--- config.mk ---
export PLATFORM = sky130hd
export DESIGN_NAME = fifo_rr_merge
export DESIGN_NICKNAME = d
export VERILOG_FILES = /design/src/rtl/fifo_rr_merge.sv
export SDC_FILE = /design/constraint.sdc
export NUM_CORES = 1
export LEC_CHECK = 0
export CAP_MARGIN = 5
export CORE_AREA = 2 2 90 92
export DETAILED_ROUTE_END_ITERATION = 16
export DIE_AREA = 0 0 92 94
export HOLD_SLACK_MARGIN = 0.08
export PLACE_DENSITY = 0.81
export SLEW_MARGIN = 25
export SYNTH_ARGS = -nofsm -noshare
export SYNTH_HDL_FRONTEND = slang
export SYNTH_SLANG_ARGS = --single-unit
--- constraint.sdc ---
create_clock -name clk -period 2.25 [get_ports clk]
set_clock_uncertainty 0.1 [all_clocks]
set_input_delay 0.5625 -clock clk [delete_from_list [all_inputs] [get_ports clk]]
set_output_delay 0.5625 -clock clk [all_outputs]
set_load 0.02 [all_outputs]
--- src/rtl/fifo_rr_merge.sv ---
// Round-robin merge of NUM_IN first-word-fall-through FIFO read sides into one
// write side, with bursts of up to MAX_BURST words per grant.
module fifo_rr_merge #(
  parameter int NUM_IN     = 4,
  parameter int DATA_WIDTH = 32,
  parameter int MAX_BURST  = 8,
  parameter int SRC_WIDTH  = 2
) (
  input  logic                         clk,
  input  logic                         reset,
  input  logic [NUM_IN-1:0]            in_empty_n,
  output logic [NUM_IN-1:0]            in_read,
  input  logic [NUM_IN*DATA_WIDTH-1:0] in_dout,
  input  logic                         out_full_n,
  output logic                         out_write,
  output logic [DATA_WIDTH-1:0]        out_din,
  output logic [SRC_WIDTH-1:0]         out_src,
  output logic                         busy
);

  localparam int IDX_W = $clog2(NUM_IN);
  localparam int CNT_W = $clog2(MAX_BURST + 1);
  localparam logic [CNT_W-1:0] LAST_BEAT = CNT_W'(MAX_BURST - 1);

  typedef enum logic {IDLE, GRANT} state_t;

  state_t                  state, state_nxt;
  logic [IDX_W-1:0]        g, last, pick, cand;
  logic                    found;
  logic [CNT_W-1:0]        burst_cnt;
  logic [DATA_WIDTH-1:0]   words [NUM_IN];
  logic                    head_vld, ready, pop;

  for (genvar i = 0; i < NUM_IN; i++) begin : g_unpack
    assign words[i] = in_dout[i*DATA_WIDTH +: DATA_WIDTH];
  end

  // Arbitration: first valid input after the last one served, wrapping.
  always_comb begin
    found = 1'b0;
    pick  = '0;
    cand  = '0;
    for (int k = 1; k <= NUM_IN; k++) begin
      cand = IDX_W'((int'(last) + k) % NUM_IN);
      if (!found && in_empty_n[cand]) begin
        found = 1'b1;
        pick  = cand;
      end
    end
  end

  assign head_vld = in_empty_n[g];
  assign ready    = ~out_write | out_full_n;
  assign pop      = (state == GRANT) & head_vld & ready;
  assign busy     = (state == GRANT);

  always_comb begin
    in_read    = '0;
    in_read[g] = pop;
  end

  always_comb begin
    state_nxt = state;
    case (state)
      IDLE:  if (found) state_nxt = GRANT;
      GRANT: if (!head_vld || (pop && burst_cnt == LAST_BEAT)) state_nxt = IDLE;
    endcase
  end

  // Grant bookkeeping and output register
  always_ff @(posedge clk or negedge reset) begin
    if (!reset) begin
      state     <= IDLE;
      last      <= IDX_W'(NUM_IN - 1);
      g         <= '0;
      burst_cnt <= '0;
      out_write <= 1'b0;
      out_din   <= '0;
      out_src   <= '0;
    end else begin
      state <= state_nxt;
      if (state == IDLE && found) begin
        g         <= pick;
        burst_cnt <= '0;
      end
      if (state == GRANT && state_nxt == IDLE) last <= g;
      if (pop) begin
        burst_cnt <= burst_cnt + CNT_W'(1);
        out_din   <= words[g];
        out_src   <= SRC_WIDTH'(g);
        out_write <= 1'b1;
      end else if (out_write && out_full_n) begin
        out_write <= 1'b0;
      end
    end
  end

endmodule

# Word level (Yosys, flattened, before mapping)
# Cells that the tools add are included.
[word_totals] reg_bits=44 input_bits=135 wordCells=73 out_inout_bits=40
[op_classes] eq_ne=1 bitwise_logic=8 n_lt_le_gt_ge=7 n_mux=30 reduce_logical=15 n_addsub=5
[op_table] op="$bmux W32 S2" count=1
[op_table] op="$mux W32" count=2
[op_table] op="$lt A2 B3 Y1 const B" count=5
[op_table] op="$mux W1" count=14
[op_table] op="$bmux W1 S2" count=5
[op_table] op="$logic_and A1 B1 Y1" count=8
[op_table] op="$mux W2" count=4
[op_table] op="$mux W4" count=2
[op_table] op="$add A2 B1 Y2 const B" count=2
[op_table] op="$add A2 B2 Y2 const B" count=2
[op_table] op="$add A4 B1 Y4 const B" count=1
[op_table] op="$and A4 B4 Y4" count=1
[op_table] op="$eq A4 B3 Y1 const B" count=1
[op_table] op="$logic_not A1 Y1" count=4
[op_table] op="$reduce_bool A2 Y1" count=2
[op_table] op="$ge A3 B3 Y1 const B" count=1
[op_table] op="$not A1 Y1" count=3
[op_table] op="$not A2 Y3" count=1
[op_table] op="$and A1 B1 Y1" count=2
[op_table] op="$demux W1 S2" count=1
[op_table] op="$ge A2 B1 Y1 const B" count=1
[op_table] op="$pmux W1 S2" count=1
[op_table] op="$logic_or A1 B1 Y1" count=1
[op_table] op="$or A1 B1 Y1" count=1

# Longest topological paths before layout
[depth] ltp_word=17 depth_mapped=7 mapped_depth_nobuf=5

# Worst setup path after synthesis
# Ideal clock, no wire load.
[synth_timing] kind="register to output" from="register g[1]" to="output port in_read[3]" setup_slack_ns=0.142 arrival_ns=1.446 path_buffers=2 required_time_ns=1.587 stages_incl_launch_ff=5 cell_sequence="dfrtp_1 > clkbuf_1 > buf_1 > inv_1 > nor2_1"
[synth_via] elab_chain_len=5 elab_cells_between_ends=10 cone_classes="order compare: 2; mux: 4; bitwise: 3; reduce/logical: 1"
[synth_rtl] element="start, declared" line_no="28" rtl="logic [IDX_W-1:0] g, last, pick, cand;"
[synth_rtl] element="start signal, assigned" line_no="83" rtl="g <= pick;"
[synth_rtl] element="$lt A2 B3 Y1 (not written as such) (tied with other cells)" line_no="59" rtl="in_read[g] = pop;"
[synth_rtl] element="$logic_and A1 B1 Y1 (not written as such) or $mux W1 (tied branches)" line_no="59, 52"
[synth_rtl] element="$mux W1 (not written as such) or $and A1 B1 Y1 (tied branches)" line_no="59, 54"
[synth_rtl] element="$demux W1 S2 or $and A1 B1 Y1 (tied branches)" line_no="59, 54"
[synth_rtl] element="$and A4 B4 Y4 (no source line) *"
[synth_rtl] element="end, declared" line_no="12" rtl="output logic [NUM_IN-1:0] in_read,"
# Mark *: on every way between the ends. The rest lies on a longest branch, timed or not. The select of a mux whose other input is x is not followed.

# Final worst setup path
[layout_timing] from="input port in_empty_n[1]" to="output port in_read[1]"
[layout_via] elab_chain_len=5
[layout_rtl] element="start, declared" line_no="11" rtl="input logic [NUM_IN-1:0] in_empty_n,"
[layout_rtl] element="$bmux W1 S2" line_no="52" rtl="assign head_vld = in_empty_n[g];"
[layout_rtl] element="$mux W1 (not written as such)" line_no="52"
[layout_rtl] element="$and A1 B1 Y1 (2 in series)" line_no="54" rtl="assign pop = (state == GRANT) & head_vld & ready;"
[layout_rtl] element="$and A4 B4 Y4 (no source line)"
# Every way passes these cells. The select of a mux whose other input is x is not followed.

==> run metrics <==
Root Buffer=clkbuf_8; die area=0.00865 sq mm; HP Class=primary input to asynchronous set/reset pin; antenna viol nets, final=0; Post-Synth Adder-Cell Area=0.00441; Max transition margin=0.574; Core Box Area=about 0.0076 sq mm; Yosys reg bits=44; Area growth, synth to finish=71.3%; Via density=5.10; vias=2443; final hold violation count=0; largest net degree at the start of global routing=36; layout cells sized above 1=0.286; post-synth top area share=0.370; clock latency on the worst-skew pair=a little under 300 ps; # clock sinks=44; top cells by count, synth=dfrtp_1 (42), mux4_2 (32), mux2_4 (30), nand2_1 (7), o21ai_0 (7); XOR/XNOR Fraction of Synth Area=0; FMAX=approximately 0.45 GHz; Ant. Diodes=0; Starting Density=0.373; Post-Synth Simple-Gate Area=0.0710; Req. time, crit path=1590 ps; Final Wtd Congestion=0.806; Synth area leader=dfrtp_1; Lkg Pwr=1.97 nW; width of the die=92 microns; fin crit period=2200 ps; ys flop type=dfrtp_1; First-pass DRT Iterations=5; Compound-Gate Fraction of Synth Area=0.0441; Setup TNS=0 ps; Setup Buffers After CTS=0; setup repair after global routing missed its margin=false; most numerous cell in the Yosys netlist=dfrtp_1; count of flip-flops with a built-in enable after synthesis=0; wire length per cell=between 15 and 20 microns; Final Max Slew Viols=0; # IOs=175; syn_area_per_cell=14.6 sq um; synth warn=0; Power Density=1200 mW/mm^2; VDD IR max=0.469 mV; Startpoint Class=primary input; gr ovfl total=0; main combinational cell family by area after synthesis=multiplexers; Post-Synthesis Cells=195; CTS Buf Count=5; crit path DAT=1540 ps; register area=0.00111 sq mm; Synth Net Count=about 330; Core Util, Final=0.639; clock buffer depth=2; first-pass GRT wire length=~12000 microns; Area contributors post-synth=dfrtp_1 (37%), mux4_2 (25%), mux2_4 (16%); sequential cell area fraction in the yosys report=0.389; final setup vio count=0; detailed placement HPWL=roughly 6800 microns; Worst Path Max Fanout=3; CTS clk-pin slew, worst paths=80 ps; status=complete, no violations; Final period util=0.978; Die Height=94 microns; antenna violations before repair=1; DR iter-0 viols=29; ys async rst share=1.00; DR DRC count=0; site row count=32; CTS tree=built; H-tree Lvls=2; IO Port Bufs=around 170; worst-margin pin slew=~640 ps; Netlist cell types=32; Crit Path Category=primary input to primary output; Worst Setup End Kind=primary output; MaxCap Viol Count=0; fillers=581; multi-input logic area=~0.0017 sq mm; Tot GR Track Use=0.187; synthesized cell area=0.00284 sq mm; final wirelength=8290 microns; proportion of synthesized area in mux cells=0.450; vias in the first global route=2579; Final Net Count=512
[flip-flops by register name (all words and copies together), names as in the netlist]
register,count
burst_cnt,4
busy,1
g,2
last,2
out_din,32
out_src,2
out_write,1
[cell families after synthesis]
kind of cell	Yosys count
adder cells (fa/ha/maj)	1
multiplexers	72
flip-flops	44
buffers and inverters	20
AND/OR/NAND/NOR	38
AO/OA/AOI/OAI	20
[layout by cell type, fill, tap and decap left out, types with 2 or more instances in the layout]
master	Yosys	routed
or3_1	4	4
nor2_1	6	4
dlygate4sd2_1	0	6
clkdlybuf4s50_1	0	163
buf_12	0	2
o22ai_1	2	2
mux2i_1	4	3
dfrtp_1	42	40
clkbuf_1	6	2
nor2b_1	6	6
nor3_1	3	2
nand3_1	5	4
buf_4	0	16
nor2_2	0	2
mux4_2	32	32
mux2_2	6	6
a21oi_1	4	4
dfstp_2	2	2
dfrtp_2	0	2
o21ai_0	7	7
and3_1	2	2
inv_1	4	4
clkbuf_8	0	6
mux2_4	30	30
nand2_1	7	7
buf_6	5	2
[power by group]
| group | total (mW) | switching [mW] | internal (mW) | leakage, nW |
|---|---|---|---|---|
| clock network | 0.504 | 0.253 | 0.251 | 0.0455 |
| logic | 3.82 | 1.57 | 2.25 | 1.40 |
| registers | 1.51 | 0.291 | 1.22 | 0.520 |
| total | 5.83 | 2.12 | 3.72 | 1.97 |
[repair_timing]
action / in CTS / in global routing
endpoints found under the setup margin: 19 / 2
gates resized for setup: 32 / 3
hold buffers: 0 / 0
pin swaps: 3 / 1
[layout make-up]
cell class / count / area share
clock buffers: 8 / 0.0185
inverters: 4 / 0.00309
multi-input cells: 131 / 0.340
flip-flops and latches: 44 / 0.227
well taps: 102 / 0.0262
repair buffers: 190 / 0.385
[path summary, 6_finish.rpt]
| path | from | to | slack, ps | cells past startpoint |
|---|---|---|---|---|
| max in group asynchronous | reset | out_din[13] | 1390 | 2 |
| min in group clk | out_din[13] | out_din[13] | 410 | 1 |
| worst max-delay path | in_empty_n[1] | in_read[1] | 50 | 6 |
| worst max register to register | g[0] | out_din[22] | 140 | 3 |
| worst min-delay path | reset | out_src[1] | 150 | 1 |
| worst min register to register | out_din[13] | out_din[13] | 410 | 1 |
[per-stage QoR]
stage	setup slack (ps)	power (mW)	cell area (sq um)	std cells	hold slack (ps)
after detailed placement	-663	5.34	4750	471	393
after floorplan	142	4.01	2840	195	167
final	48.6	5.83	4860	479	146
after global routing	15.3	6.16	4860	479	175
after CTS	24.3	5.89	4850	479	169
after global placement	-598	5.26	4750	471	392
[worst max-delay path, cell delays in order]
cell and delay [ps]:
dlygate4sd2_1 240, mux2_4 270, and3_4 180, nand3_4 100, nor2_2 50, buf_6 130
[per-layer routing]
metal  wire length, microns  global-route usage  vias up
met1                   2950               0.194     1201
met5                     13                   0        -
li1                       -                   -     1115
met2                   4620               0.370      115
met4                     89              0.0535        2
met3                    612              0.0441       10
No activity file was read; power rests on OpenSTA's default activity.
